[config.mk]
export PLATFORM = sky130hd
export DESIGN_NAME = rob_ctrl_flat
export DESIGN_NICKNAME = d
export VERILOG_FILES = /design/src/rtl/rob_ctrl_pkg.sv /design/src/rtl/rob_ctrl_if.sv /design/src/rtl/rob_retire_sel.sv /design/src/rtl/rob_ctrl.sv /design/src/flat_wrapper.sv
export SDC_FILE = /design/constraint.sdc
export NUM_CORES = 1
export LEC_CHECK = 0
export ABC_AREA = 0
export CORE_MARGIN = 2
export CORE_UTILIZATION = 50
export CTS_BUF_LIST = sky130_fd_sc_hd__clkbuf_4
export CTS_CLUSTER_DIAMETER = 150
export DETAILED_ROUTE_END_ITERATION = 7
export HOLD_SLACK_MARGIN = 0.08
export PLACE_DENSITY = 0.75
export SLEW_MARGIN = 15
export SYNTH_ARGS = -nofsm -noshare
export SYNTH_HDL_FRONTEND = slang
export SYNTH_HIERARCHICAL = 1
export SYNTH_SLANG_ARGS = --single-unit
[constraint.sdc]
create_clock -name clk -period 5.5 [get_ports clk]
set_input_delay 0.55 -clock clk [delete_from_list [all_inputs] [get_ports clk]]
set_output_delay 0.55 -clock clk [all_outputs]
set_load 0.05 [all_outputs]
[src/rtl/rob_ctrl_pkg.sv]
// Shared constants, entry type and decode helpers for the reorder-buffer controller.
package rob_ctrl_pkg;

  localparam int ISSUE_WIDTH_MAX = 2;
  localparam int ROB_MAX_RETIRE  = 2;
  localparam int ROB_SIZE        = 32;
  localparam int ROB_SIZE_CLOG   = 5;
  localparam int SRC_LEN         = 5;
  localparam int OPCODE_LEN      = 7;
  localparam int NUM_CDB         = 2;

  localparam int ALLOC_CNT_W = $clog2(ISSUE_WIDTH_MAX + 1);
  localparam int RET_CNT_W   = $clog2(ROB_MAX_RETIRE + 1);
  localparam int RET_LANE_W  = (ROB_MAX_RETIRE > 1) ? $clog2(ROB_MAX_RETIRE) : 1;

  localparam logic [OPCODE_LEN-1:0] S_TYPE  = 7'b0100011;
  localparam logic [OPCODE_LEN-1:0] SB_TYPE = 7'b1100011;

  typedef logic [ROB_SIZE_CLOG-1:0] rob_id_t;
  typedef logic [ROB_SIZE_CLOG:0]   rob_cnt_t;
  typedef logic [SRC_LEN-1:0]       reg_idx_t;
  typedef logic [OPCODE_LEN-1:0]    opcode_t;

  typedef struct packed {
    logic     valid;
    logic     done;
    logic     mispred;
    logic     no_rd;
    reg_idx_t rd;
  } rob_ety_t;

  typedef rob_ety_t [ROB_SIZE-1:0] rob_arr_t;

  // Stores, branches and writes to x0 leave the register file untouched at retire.
  function automatic logic writes_no_rd(opcode_t op, reg_idx_t rd);
    return (op == S_TYPE) || (op == SB_TYPE) || (rd == '0);
  endfunction

endpackage

[src/rtl/rob_ctrl_if.sv]
// Issue, writeback and retire signals between the FRAT side and the ROB controller.
interface rob_ctrl_if;
  import rob_ctrl_pkg::*;

  logic    [ISSUE_WIDTH_MAX-1:0] instr_val_id;
  opcode_t [ISSUE_WIDTH_MAX-1:0] opcode_id;
  reg_idx_t [ISSUE_WIDTH_MAX-1:0] rd_id;
  rob_id_t                       rob_is_ptr;
  rob_id_t                       rob_is_ptr_p1;
  logic                          rob_full;

  logic    [NUM_CDB-1:0]         cdb_val;
  rob_id_t [NUM_CDB-1:0]         cdb_robid;
  logic    [NUM_CDB-1:0]         cdb_mispredict;

  reg_idx_t [ROB_MAX_RETIRE-1:0] rd_ret;
  logic    [ROB_MAX_RETIRE-1:0]  val_ret;
  logic    [ROB_MAX_RETIRE-1:0]  branch_ret;
  rob_id_t [ROB_MAX_RETIRE-1:0]  robid_ret;
  logic                          branch_clear_id;
  rob_id_t                       mispredict_tag_id;

  modport master (
    output instr_val_id, opcode_id, rd_id, cdb_val, cdb_robid, cdb_mispredict,
    input  rob_is_ptr, rob_is_ptr_p1, rob_full, rd_ret, val_ret, branch_ret,
           robid_ret, branch_clear_id, mispredict_tag_id
  );

  modport slave (
    input  instr_val_id, opcode_id, rd_id, cdb_val, cdb_robid, cdb_mispredict,
    output rob_is_ptr, rob_is_ptr_p1, rob_full, rd_ret, val_ret, branch_ret,
           robid_ret, branch_clear_id, mispredict_tag_id
  );

endinterface

[src/rtl/rob_retire_sel.sv]
// In-order retire window selection starting at head; stops at the first
// not-yet-complete entry or right after a mispredicted one.
module rob_retire_sel
  import rob_ctrl_pkg::*;
(
  input  rob_id_t                   head,
  input  rob_arr_t                  entries,
  output logic [ROB_MAX_RETIRE-1:0] ret_en,
  output logic [RET_CNT_W-1:0]      ret_cnt,
  output logic                      mis_hit,
  output logic [RET_LANE_W-1:0]     mis_lane
);

  logic    scan_go;
  rob_id_t idx;

  always_comb begin
    ret_en   = '0;
    ret_cnt  = '0;
    mis_hit  = 1'b0;
    mis_lane = '0;
    scan_go  = 1'b1;
    idx      = head;
    for (int j = 0; j < ROB_MAX_RETIRE; j++) begin
      idx = head + rob_id_t'(j);
      if (scan_go && entries[idx].valid && entries[idx].done) begin
        ret_en[j] = 1'b1;
        ret_cnt   = ret_cnt + RET_CNT_W'(1);
        if (entries[idx].mispred) begin
          mis_hit  = 1'b1;
          mis_lane = RET_LANE_W'(j);
          scan_go  = 1'b0;
        end
      end else begin
        scan_go = 1'b0;
      end
    end
  end

endmodule

[src/rtl/rob_ctrl.sv]
// Reorder-buffer controller: allocates IDs at issue, marks completion from the
// CDBs, retires in program order and flushes on a mispredicted branch.
module rob_ctrl
  import rob_ctrl_pkg::*;
(
  input logic       clk,
  input logic       rst,
  rob_ctrl_if.slave rob
);

  localparam rob_cnt_t ROB_SIZE_C = rob_cnt_t'(ROB_SIZE);
  localparam rob_cnt_t ISSUE_W_C  = rob_cnt_t'(ISSUE_WIDTH_MAX);

  rob_arr_t rob_q;
  rob_id_t  head_q;
  rob_id_t  tail_q;
  rob_cnt_t count_q;
  logic     flush_pending_q;

  logic                          rob_full_c;
  logic [ALLOC_CNT_W-1:0]        alloc_cnt;
  logic [ALLOC_CNT_W-1:0]        alloc_eff;
  rob_id_t [ISSUE_WIDTH_MAX-1:0] alloc_id;
  rob_id_t [ROB_MAX_RETIRE-1:0]  ret_id;
  rob_id_t                       mis_id;

  logic [ROB_MAX_RETIRE-1:0] ret_en;
  logic [RET_CNT_W-1:0]      ret_cnt;
  logic                      mis_hit;
  logic [RET_LANE_W-1:0]     mis_lane;

  rob_retire_sel u_retire_sel (
    .head     (head_q),
    .entries  (rob_q),
    .ret_en   (ret_en),
    .ret_cnt  (ret_cnt),
    .mis_hit  (mis_hit),
    .mis_lane (mis_lane)
  );

  // Valid issue lanes are packed onto consecutive IDs starting at tail.
  always_comb begin
    rob_full_c = ((ROB_SIZE_C - count_q) < ISSUE_W_C) | flush_pending_q;
    alloc_cnt  = '0;
    for (int i = 0; i < ISSUE_WIDTH_MAX; i++) begin
      alloc_id[i] = tail_q + rob_id_t'(alloc_cnt);
      alloc_cnt   = alloc_cnt + ALLOC_CNT_W'(rob.instr_val_id[i]);
    end
    alloc_eff = rob_full_c ? '0 : alloc_cnt;
    for (int j = 0; j < ROB_MAX_RETIRE; j++) begin
      ret_id[j] = head_q + rob_id_t'(j);
    end
    mis_id = head_q + rob_id_t'(mis_lane);
  end

  assign rob.rob_full      = rob_full_c;
  assign rob.rob_is_ptr    = tail_q;
  assign rob.rob_is_ptr_p1 = tail_q + rob_id_t'(1);

  always_ff @(posedge clk) begin
    if (rst) begin
      for (int i = 0; i < ROB_SIZE; i++) begin
        rob_q[i] <= '0;
      end
      head_q                <= '0;
      tail_q                <= '0;
      count_q               <= '0;
      flush_pending_q       <= 1'b0;
      rob.val_ret           <= '0;
      rob.branch_ret        <= '0;
      rob.rd_ret            <= '0;
      rob.robid_ret         <= '0;
      rob.branch_clear_id   <= 1'b0;
      rob.mispredict_tag_id <= '0;
    end else begin
      for (int j = 0; j < ROB_MAX_RETIRE; j++) begin
        rob.val_ret[j]    <= ret_en[j];
        rob.branch_ret[j] <= ret_en[j] & rob_q[ret_id[j]].no_rd;
        rob.rd_ret[j]     <= ret_en[j] ? rob_q[ret_id[j]].rd : '0;
        rob.robid_ret[j]  <= ret_en[j] ? ret_id[j] : '0;
      end
      rob.branch_clear_id <= mis_hit;
      flush_pending_q     <= mis_hit;
      if (mis_hit) begin
        rob.mispredict_tag_id <= mis_id;
      end

      // A retiring mispredict wipes the window and overrides this cycle's allocation.
      if (mis_hit) begin
        for (int i = 0; i < ROB_SIZE; i++) begin
          rob_q[i].valid <= 1'b0;
        end
        head_q  <= mis_id + rob_id_t'(1);
        tail_q  <= mis_id + rob_id_t'(1);
        count_q <= '0;
      end else begin
        for (int k = 0; k < NUM_CDB; k++) begin
          if (rob.cdb_val[k] && rob_q[rob.cdb_robid[k]].valid) begin
            rob_q[rob.cdb_robid[k]].done <= 1'b1;
            if (rob.cdb_mispredict[k]) begin
              rob_q[rob.cdb_robid[k]].mispred <= 1'b1;
            end
          end
        end
        for (int j = 0; j < ROB_MAX_RETIRE; j++) begin
          if (ret_en[j]) begin
            rob_q[ret_id[j]].valid <= 1'b0;
          end
        end
        if (!rob_full_c) begin
          for (int i = 0; i < ISSUE_WIDTH_MAX; i++) begin
            if (rob.instr_val_id[i]) begin
              rob_q[alloc_id[i]] <= '{valid:   1'b1,
                                      done:    1'b0,
                                      mispred: 1'b0,
                                      no_rd:   writes_no_rd(rob.opcode_id[i], rob.rd_id[i]),
                                      rd:      rob.rd_id[i]};
            end
          end
        end
        head_q  <= head_q + rob_id_t'(ret_cnt);
        tail_q  <= tail_q + rob_id_t'(alloc_eff);
        count_q <= count_q + rob_cnt_t'(alloc_eff) - rob_cnt_t'(ret_cnt);
      end
    end
  end

endmodule

[src/flat_wrapper.sv]
// flat-port wrapper written by rule: the top's interface ports become plain ports
module rob_ctrl_flat import rob_ctrl_pkg::*;
  (clk, rst, rob_instr_val_id, rob_opcode_id, rob_rd_id, rob_cdb_val, rob_cdb_robid, rob_cdb_mispredict, rob_rob_is_ptr, rob_rob_is_ptr_p1, rob_rob_full, rob_rd_ret, rob_val_ret, rob_branch_ret, rob_robid_ret, rob_branch_clear_id, rob_mispredict_tag_id);
  rob_ctrl_if rob_i ();
  input logic clk;
  input logic rst;
  input wire logic [$bits(rob_i.instr_val_id)-1:0] rob_instr_val_id;
  input wire logic [$bits(rob_i.opcode_id)-1:0] rob_opcode_id;
  input wire logic [$bits(rob_i.rd_id)-1:0] rob_rd_id;
  input wire logic [$bits(rob_i.cdb_val)-1:0] rob_cdb_val;
  input wire logic [$bits(rob_i.cdb_robid)-1:0] rob_cdb_robid;
  input wire logic [$bits(rob_i.cdb_mispredict)-1:0] rob_cdb_mispredict;
  output wire logic [$bits(rob_i.rob_is_ptr)-1:0] rob_rob_is_ptr;
  output wire logic [$bits(rob_i.rob_is_ptr_p1)-1:0] rob_rob_is_ptr_p1;
  output wire logic [$bits(rob_i.rob_full)-1:0] rob_rob_full;
  output wire logic [$bits(rob_i.rd_ret)-1:0] rob_rd_ret;
  output wire logic [$bits(rob_i.val_ret)-1:0] rob_val_ret;
  output wire logic [$bits(rob_i.branch_ret)-1:0] rob_branch_ret;
  output wire logic [$bits(rob_i.robid_ret)-1:0] rob_robid_ret;
  output wire logic [$bits(rob_i.branch_clear_id)-1:0] rob_branch_clear_id;
  output wire logic [$bits(rob_i.mispredict_tag_id)-1:0] rob_mispredict_tag_id;
  assign rob_i.instr_val_id = rob_instr_val_id;
  assign rob_i.opcode_id = rob_opcode_id;
  assign rob_i.rd_id = rob_rd_id;
  assign rob_i.cdb_val = rob_cdb_val;
  assign rob_i.cdb_robid = rob_cdb_robid;
  assign rob_i.cdb_mispredict = rob_cdb_mispredict;
  assign rob_rob_is_ptr = rob_i.rob_is_ptr;
  assign rob_rob_is_ptr_p1 = rob_i.rob_is_ptr_p1;
  assign rob_rob_full = rob_i.rob_full;
  assign rob_rd_ret = rob_i.rd_ret;
  assign rob_val_ret = rob_i.val_ret;
  assign rob_branch_ret = rob_i.branch_ret;
  assign rob_robid_ret = rob_i.robid_ret;
  assign rob_branch_clear_id = rob_i.branch_clear_id;
  assign rob_mispredict_tag_id = rob_i.mispredict_tag_id;
  rob_ctrl u_core (.clk(clk), .rst(rst), .rob(rob_i));
endmodule
Yosys cells after proc, flatten, opt, wreduce, memory -nomap -nowiden
Cells that the tools add are included.
Operators by class
  bitwise gates (word level): 5
  order comparisons: 13
  reductions and logical operators: 20
  $add $sub $neg: 12
  equality and inequality tests: 4
  mux-type cells: 67
Operators by type and width (number)
  $mux 288: 20
  $bwmux 288: 8
  $demux 9 s5: 8
  $bmux 9 s5: 4
  $mux 9: 8
  $lt 5x6->1 const B: 6
  $ge 5x1->1 const B: 6
  $mux 8: 2
  $add 5x1->5 const B: 3
  $eq 7x6->1 const B: 2
  $eq 7x7->1 const B: 2
  $mux 7: 2
  $logic_and 1x1->1: 11
  $mux 1: 11
  $add 5x1->5: 2
  $add 5x2->5: 2
  $logic_not 5->1: 2
  $mux 5: 2
  $add 6x2->6: 1
  $lt 6x2->1 const B: 1
  $reduce_or 2->1: 3
  $sub 6x2->6: 1
  $sub 6x6->6 const A: 1
  $logic_or 1x1->1: 4
  6 further kinds: 9
Word-level totals
  register bits: 334

Logic depth before layout (Yosys ltp)
Gate-level depths: netlist of run 1.
  depth in word-level cells: 32
  mapped depth: 19
  depth with buffers taken out: 17

By module
Netlist of run 1, hierarchy kept.
Modules (own cells, without submodules)
  rob_ctrl: sequential area each 6686.4 µm², instances 1, cells each 2265, area an instance 20683.6 µm²
  rob_retire_sel: sequential area each 0.0 µm², instances 1, cells each 144, area an instance 1298.7 µm²

Least setup slack after synthesis of run 1
No wires, ideal clock.
  path type: flip-flop to flip-flop
  from: register u_core.head_q[1]
  to: register u_core/rob_q[126] (netlist name)
  cell stages (with the launch flop): 15
  arrival time: 3.952 ns
  period minus slack after synthesis: 4.037 ns
  setup time: 0.086 ns
  path slack: 1.463 ns
  cell sequence: dfxtp_1 ha_1 buf_2 mux4_2 mux4_2 mux2i_1 nor3_1 o21a_1 or2_2 clkbuf_1 clkbuf_1 a211oi_2 buf_2 nor2_1 a211oi_1
Between the ends
  elaborated cells between the ends (all ways): 34
RTL lines
  start, declared: RTL line rob_ctrl.sv:15  | rob_id_t head_q;
  start signal, assigned: RTL line rob_ctrl.sv:93  | head_q <= mis_id + rob_id_t'(1);
  start signal, assigned: RTL line rob_ctrl.sv:121  | head_q <= head_q + rob_id_t'(ret_cnt);
  parallel branches: the longest is 6 deep, another holds $add 5x1->5
  $mux 1 *: RTL line rob_retire_sel.sv:26  | if (scan_go && entries[idx].valid && entries[idx].done) begin
  via u_core.mis_hit: RTL line rob_ctrl.sv:29  | logic mis_hit;
  end signal, assigned by index: RTL line rob_ctrl.sv:113  | rob_q[alloc_id[i]] <= '{valid: 1'b1,
  end, declared: RTL line rob_ctrl.sv:14  | rob_arr_t rob_q;
Mark *: on every way through the listed nets, which the timed path passes. The select of a mux whose other input is x is not followed.
A chain may end at the register's enable or synchronous reset.

Final worst setup path of run 1
  from: register u_core.head_q[2]
  to: register u_core/rob_q[73] (netlist name)
The elaborated chain is that of the path after synthesis.

==> results of run 1 <==
-- what timing repair did --
action                                 CTS  global route
gates resized for setup                  0             1
endpoints found under the hold margin    0             0
setup endpoints to repair                0             4
buffers inserted                         0             0
-- flip-flops by register name (all words and copies together), names as in the netlist, 2 cells and up --
signal,cells
u_core/count_q,6
u_core/head_q,5
u_core/rob.branch_ret,2
u_core/rob.mispredict_tag_id,5
u_core/rob.rd_ret,10
u_core/rob.rob_is_ptr,5
u_core/rob.robid_ret,10
u_core/rob.val_ret,2
u_core/rob_q,288
-- kinds of logic after synthesis --
kind of cell               count (synthesis)
muxes                                    302
buffers and inverters                    283
adders and majority gates                 33
xor gates and xnor gates                  33
AOI/OAI and AO/OA                        644
DFF                                      334
and+or+nand+nor                          780
-- placed cells by master, fill, tap and decap left out, drive strengths merged, types with 14 or more instances in the layout --
| cell type | count |
|---|---|
| nor3 | 20 |
| nand2b | 34 |
| a221oi | 15 |
| clkdlybuf4s50 | 78 |
| o2111ai | 16 |
| mux4 | 133 |
| xnor2 | 19 |
| mux2i | 168 |
| o221ai | 34 |
| a31oi | 15 |
| nor2 | 288 |
| and2 | 24 |
| a211oi | 129 |
| xor2 | 14 |
| dfxtp | 334 |
| ha | 29 |
| a311oi | 66 |
| nand3 | 84 |
| buf | 98 |
| o21ai | 59 |
| a2111oi | 22 |
| a21o | 16 |
| clkbuf | 127 |
| nor2b | 36 |
| a21oi | 116 |
| and3 | 24 |
| nand4 | 17 |
| a22oi | 35 |
| inv | 52 |
| a32oi | 23 |
| o2bb2ai | 15 |
| nand2 | 198 |
| clkinv | 31 |
-- area by class of cell --
| class | count | share of cell area |
|---|---|---|
| antenna | 3 | 0.000308 |
| clock buffer | 127 | 0.0391 |
| clock inverter | 37 | 0.00841 |
| inverter | 50 | 0.00769 |
| multi-input combinational | 1792 | 0.577 |
| sequential | 334 | 0.274 |
| tap | 585 | 0.0300 |
| timing repair buffer | 176 | 0.0627 |
-- final timing paths --
check / cells past startpoint / endpoint / from
max: 11 / u_core/rob_q[73]$_SDFFE_PP0P_ / u_core/head_q[2]$_SDFF_PP0_
min: 2 / u_core/rob.mispredict_tag_id[1]$_SDFFE_PP0P_ / rst
max reg2reg: 11 / u_core/rob_q[73]$_SDFFE_PP0P_ / u_core/head_q[2]$_SDFF_PP0_
min reg2reg: 2 / u_core/rob_q[7]$_SDFFE_PP0N_ / u_core/rob_q[7]$_SDFFE_PP0N_
-- worst register-to-register path, cell delays in order (launching register included) --
cell      delay [ns]
dfxtp_1         0.77
nand3_1         0.28
xnor2_1         0.77
mux4_2          0.62
mux2i_1         0.34
nor3_1          0.15
o21a_2          0.30
or2_2           0.54
a211oi_2        0.88
buf_4           0.34
nor2_1          0.06
a311oi_1        0.26
-- routing by layer --
metal	part of all wire	GRT usage	vias up
met2	0.43	0.537	1703
met4	0.065	0.214	0
met3	0.14	0.115	339
li1	-	-	9298
met5	0	0	-
met1	0.37	0.467	10400
-- report_power, final --
group	switching, mW	internal (mW)
sequential	0.127	2.53
clock	1.13	1.16
combinational	0.957	0.536
-- metrics by stage --
stage	power, mW	cell area (µm²)
finish	6.45	24400
global route	6.70	24400
floorplan	3.71	22000
global placement	4.10	23200
CTS	6.41	24400
detailed placement	4.14	23200
==> results, run 1 <==
- The worst setup slack after layout is 0.119 ns.
- After synthesis, the mean cell area works out to 9.13 µm².
- For the worst setup path, the data arrival time is 6.12 ns.
- The die outline area is 45700 µm².
- Together, buffers and inverters on the worst path number 1.
- The cell count after placement is 2937.
- The worst-case headroom to the max-slew limit is 0.161.
- The non-filler instance count after layout is 3104.
- The fraction of post-synthesis cell area in the top cell type by area is 0.304.
- The core region is 43300 µm².
- The commonest cells after synthesis are dfxtp_1, nor2_1, nand2_1.
- Clock-pin slew was measured on the worst setup and hold paths at 0.06 ns.
- The first global-routing pass estimated 125 mm of wire.
- The fraction of the mapped netlist area in compound gates came to 0.225.
- The type of destination of the critical path is a register.
- Counting flops with an async set or reset pin after synthesis yields a share of 0.
- Of the total synthesized cell area, the portion taken by XOR and XNOR cells is 0.0131.
- The count of flip-flops with a built-in enable after synthesis is 0.
- The run finished with clean final reports.
- Across the whole layout, storage elements account for 6690 µm².
- The first detailed-routing pass ran for 6 iterations.
- The classification of the worst setup path is reg -> reg.
- Of the total synthesized cell area, the portion taken by full adders, half adders and majority gates is 0.0201.
- Before CTS, the worst setup slack after placement is 0.175 ns.
- Measured along the x axis, the die boundary spans 214 µm.
- In this run the power density over the cells is 264 nW/µm².
- The global routing usage summed across all routing layers is 0.363.
- The count of nets left with antenna violations once routing finished came out at 0.
- VDD sags by at most 0.000203 V.
- Of the synthesized area, sequential elements account for 0.304.
- The area taken by multi-input logic gates is 14100 µm².
- The final routed DRC violation total is 0.
- The number of global-route vias before repair came to 20.4k.
- Subtracting the final worst setup slack from the clock period gives 5.38 ns.
- The I/O pin count is 83.
- The core occupancy in the finished layout is 0.564.
- The routed layout has 21.8k vias.
- Hold is met by 0.267 ns.
- In this run the worst hold path is classified as in -> reg.
- The critical path goes through nand3_1 > xnor2_1 > mux4_2 > mux2i_1 > nor3_1 > o21a_2 > or2_2 > a211oi_2 > buf_4 > nor2_1 > a311oi_1.
- The setup violation total in the final timing report is 0.
- The total length of routed wires is 83.5 mm.
- The dominant register cell in the synthesized netlist is dfxtp_1.
- The CTS sink count is 334.
- At the end of routability-driven placement, the weighted congestion stood at 1.03.
- The count of unique library cells instantiated by Yosys is 85.
- The reg2reg setup slack is 0.12 ns.
- For this run, the number of Yosys warnings is 6.
- The number of buffers inserted for hold repair after clock tree synthesis is 0.
- The H-tree was split into 3 levels.
- The max-capacitance violation count is 0.
- In the routed layout, each cell is associated on average with a via count of 7.01.
- The biggest area contributor in the post-synthesis netlist is dfxtp_1.
- The combinational family with the most area after synthesis is compound AO/OA/AOI/OAI gates.
- On the worst path, the slowest cell contributes a delay of 0.88 ns.
- For this run, the top clock speed supported by timing is 186 MHz.
- The nature of the critical path startpoint is a register.
- The number of pins with negative max-slew slack in the final report is 0.
- Setup repair after global routing left no endpoint under its margin.
- The number of clock buffers added by TritonCTS is 92.
- The top fanout value on the critical path is 17.
- In this run, synthesis produced a sequential element count of 334.
- The number of antenna violations at the first check in global routing came to 2.
- The slew of the pin with the lowest slew margin is 1.25 ns.
- The mux cell area share after synthesis is 0.214.
- For the worst-skew pair, the clock arrives at the later sink with an insertion delay of 0.85 ns.
- Yosys attributes the largest share of cell area to dfxtp_1, mux4_2, mux2i_1, nor2_1, nand2_1.
- In the final design database the tool counted 2521 nets.
- Entering global routing, the biggest net connects 114 pins.
- The fill cell total of the finished layout is 3858.
- The post-synthesis instance area is 22000 µm².
- The final setup skew is 0.0498 ns.
- The number of failing hold endpoints at the final stage is 0.
- The slowest stage cell on the critical path is a211oi_2.
- The area share of and/or/nand/nor cells after synthesis is 0.168.
- The data required time at the worst endpoint is 6.24 ns.
- For this block, the initial DRC count from the detailed router was 3746.
- The part of the cycle the worst path needs is 0.978.
- The number of standard-cell rows in the floorplan is 76.
- The fraction of layout instances using a drive strength above 1 is 0.179.
- The leftover overflow at the end of global routing is 0.
- Setup total negative slack on the finished layout was measured at 0 ns.
- The net count after synthesis is 2484.
- The cell with the most instances after synthesis is dfxtp_1.
- The initial utilization of the core area, before any placement, comes to 0.508.
- The area growth from synthesis to final layout is 11.0%.
- Detailed placement finished with a half-perimeter wire length of 58.0 mm.
- The cell family contributing the most delay on the critical path is compound AO/OA/AOI/OAI gates.
- The root cell of the clock tree is clkbuf_4.
- The cell count after synthesis is 2409.
- In this run the vertical extent of the chip is 214 µm.
- The TritonCTS clock tree is built.
- The clock passes through at most 3 buffers.
- The average wire length per cell after detail routing is 26.9 µm.
- The number of buffers inserted by port buffering is 80.
- The analysis attributes to cell leakage a power of 8.49 nW.
Power figures use the tool's default switching activity.
==> run 2: changes to the inputs <==
--- a/config.mk
+++ b/config.mk
@@ -6,7 +6,6 @@
 export NUM_CORES = 1
 export LEC_CHECK = 0
 export ABC_AREA = 0
-export CORE_MARGIN = 2
 export CORE_UTILIZATION = 50
 export CTS_BUF_LIST = sky130_fd_sc_hd__clkbuf_4
 export CTS_CLUSTER_DIAMETER = 150
==> constraint.sdc (replaced) <==
create_clock -name clk -period 5.5 [get_ports clk]
set_input_delay 0.55 -clock clk [delete_from_list [all_inputs] [get_ports clk]]
set_output_delay 0.55 -clock clk [all_outputs]
set_load 0.005 [all_outputs]
==> results, run 2 (synthesis results as in run 1) <==
- The beginning of the worst register-to-register path is u_core/head_q[0]$_SDFF_PP0_.
- In this run, CTS created clock tree buffers numbering 91.
- The hold path startpoint is rst.
- After clock tree synthesis, the flow added hold-fix buffers numbering 0.
- The number of antenna violations at the first check in global routing came to 7.
- The effective utilization at floorplan is 0.509.
- For the worst-skew pair, the clock arrives at the later sink with an insertion delay of 0.90 ns.
- After routing, the total negative slack on setup checks comes to 0 ns.
- Setup repair after global routing left no endpoint under its margin.
- The global routing stage identified its most utilized layer as met2.
- The power per cell area is 258 nW/µm².
- Clock tree synthesis selected as its root buffer the cell clkbuf_4.
- The worst-case headroom to the max-slew limit is 0.148.
- The global routing usage summed across all routing layers is 0.379.
- The number of instances resized during post-cts repair is 0.
- The path class of the tightest hold or removal check is in -> reg.
- STA classifies the critical path startpoint as a register.
- The most frequent cell on the critical path is mux4_2.
- Counting flops per register, the top entry is u_core/rob_q.
- Leaving out fill and tap cells, the most frequent cells in the layout are dfxtp_1, nor2_1, nand2_1.
- The data arrival time of the critical path is 5.79 ns.
- The signal on the critical path passes through ha_1 > mux4_2 > mux4_2 > mux2i_1 > nor3_1 > o21a_2 > or2_2 > a211oi_2 > buf_4 > nor2_1 > a211oi_1.
- The area growth from synthesis to final layout is 10.8%.
- The destination of the worst hold path is u_core/head_q[2]$_SDFF_PP0_.
- The share of total power dissipated in combinational logic is 0.230.
- The total via count in the routed design is 22.1k.
- The wire length of the first global-routing pass is 127 mm.
- TritonCTS built the clock tree.
- The switching power total is 2.17 mW.
- The number of pins with negative max-slew slack in the final report is 0.
- The type of destination of the critical path is a register.
- On the final layout, the worst clock skew is 0.0917 ns.
- The slew of the pin with the lowest slew margin is 1.27 ns.
- The final antenna-violating net count is 0.
- The reg2reg setup slack is 0.48 ns.
- The classification of the worst setup path is reg -> reg.
- The cell-internal power is 4.11 mW.
- The largest registers in the layout are u_core/rob_q (288), u_core/rob.rd_ret (10), u_core/rob.robid_ret (10).
- Of the total power, the share spent switching nets is 0.345.
- In the finished design, the share of the clock period the worst path needs comes to 0.913.
- The worst vdd rail ir drop is 0.000158 V.
- The sequential share of power is 0.424.
- The number of standard-cell rows in the floorplan is 76.
- The number of global-route vias before repair came to 20.9k.
- The highest cell delay on the worst timing path is 0.69 ns.
- The slowest stage cell on the critical path is ha_1.
- The placeable core region is 43200 µm².
- After layout, the worst setup slack is 0.477 ns.
- The routed design could run at a clock period as short as 5.02 ns.
- The number of DRC markers after the initial detailed-route iteration is 3355.
- Entering global routing, the biggest net connects 102 pins.
- The first detailed-routing pass took 8 iterations.
- The number of failing hold endpoints at the final stage was 0.
- The worst hold path was traced through 2 stages.
- Data on the critical path is required at its endpoint by 6.26 ns.
- Of the cells placed in the final design, the portion with a size suffix greater than 1 is 0.180.
- The number of cells on the worst reg-to-reg path is 11.
- The total length of routed wires is 85.4 mm.
- The library cell used most frequently in the layout, excluding fill and tap cells, is dfxtp_1.
- The number of buffers inserted by port buffering is 80.
- The leftover overflow at the end of global routing is 0.
- Buffers added to address setup during post-CTS repair amount to 0.
- The number of flip-flops in the largest register is 288.
- The detailed placer's ending HPWL is 58.9 mm.
- The clock drives 334 sinks.
- In this run the worst path has a maximum fanout of 32.
- Across the run, the number of max-cap violations was 0.
- The final routed DRC violation total is 0.
- The final net count is 2524.
- The clock transition at the register clock pins on the worst setup and hold paths after CTS is 0.06 ns.
- OpenSTA, run right after detailed placement, puts the worst setup slack at 0.672 ns.
- The flow ran to the end, and the final reports show no timing, DRC or antenna violations.
- Using the TritonRoute via totals, the vias-per-cell ratio works out to 7.12.
- The I/O pin count is 83.
- The capture instance of the worst register-to-register path is u_core/rob_q[180]$_SDFFE_PP0P_.
- In the final routed layout, each cell accounts on average for 27.5 µm.
- The non-filler instance count after layout is 3100.
- The met2 layer usage reported by global route is 0.557.
- In this run the number of H-tree levels came out at 3.
- The leakage power total is 8.47 nW.
- At the end of routability-driven placement, the weighted congestion stood at 1.04.
- The cell count after placement is 2941.
- The met3 layer usage reported by global route is 0.123.
- For met1 alone, demand over resource in global routing was 0.482.
- The clock passes through at most 3 buffers.
- The die covers 44800 µm².
- Derived from the worst setup path, the maximum achievable clock frequency is 199 MHz.
- The share of total power dissipated in the clock network is 0.346.
- Setup violations remaining at the end of the flow were counted as 0.
- The horizontal die dimension is 212 µm.
- The die is 212 µm tall.
[run 2: changes by cell type in the layout (fill, tap and decap cells not counted), moves of 2 or more]
cell,previous run,this run
nor4_4,0,2
clkbuf_4,127,124
clkinv_2,1,3
diode_2,3,8
clkinv_1,30,17
buf_4,95,99
nor4_2,4,2
bufinv_16,2,0
[run 2: cell type report]
class	count	area [µm²]
Antenna cell	8	20.0
Multi-Input combinational cell	1792	14100
Tap cell	585	732
Sequential cell	334	6690
Timing Repair Buffer	180	1570
Fill cell	3935	18800
Inverter	50	188
Clock inverter	27	128
Clock buffer	124	931
[run 2: through the flow]
step	utilization	hold WS (ns)	instance area (µm²)	power (mW)
6_report	0.564	0.167	24400	6.27
5_1_grt	0.564	0.190	24300	6.52
4_1_cts	0.564	0.153	24300	6.24
3_5_place_dp	0.539	0.469	23300	4.08
3_3_place_gp	0.539	0.464	23300	4.04
2_1_floorplan	-	0.433	22000	3.64
[run 2: metal layers]
metal	share of wire	routed length (µm)
met1	0.36	31000
met2	0.43	36400
met3	0.14	12300
met4	0.066	5620
met5	0.00029	25
[run 2: power groups by stage]
stage	Sequential, mW	Combinational (mW)	Clock, mW
after floorplan	2.65	0.983	0
after global placement	2.70	1.34	0
after detailed placement	2.71	1.38	0
after CTS	2.65	1.39	2.20
after global routing	2.67	1.52	2.32
final	2.66	1.44	2.17
[run 2: worst max-delay path by stage]
stage / slack, ns / from / to
finish: 0.48 / u_core/head_q[0]$_SDFF_PP0_ / u_core/rob_q[180]$_SDFFE_PP0P_
global route: 0.26 / u_core/head_q[0]$_SDFF_PP0_ / u_core/count_q[5]$_SDFF_PP0_
CTS: 0.68 / u_core/head_q[0]$_SDFF_PP0_ / u_core/rob_q[180]$_SDFFE_PP0P_
detailed placement: 0.67 / u_core/head_q[0]$_SDFF_PP0_ / u_core/count_q[5]$_SDFF_PP0_
global placement: 0.67 / u_core/head_q[0]$_SDFF_PP0_ / u_core/count_q[5]$_SDFF_PP0_
floorplan: 1.46 / u_core/head_q[1]$_SDFF_PP0_ / u_core/rob_q[126]$_SDFFE_PP0P_
[run 2: critical path: cells and delay by family, from the launching register on]
family	cells	cell delay, ns
mux	3	1.41
compound gates	3	1.17
fa+ha+maj	1	0.69
buf+inv	1	0.30
flops	1	0.62
simple gates	3	0.75
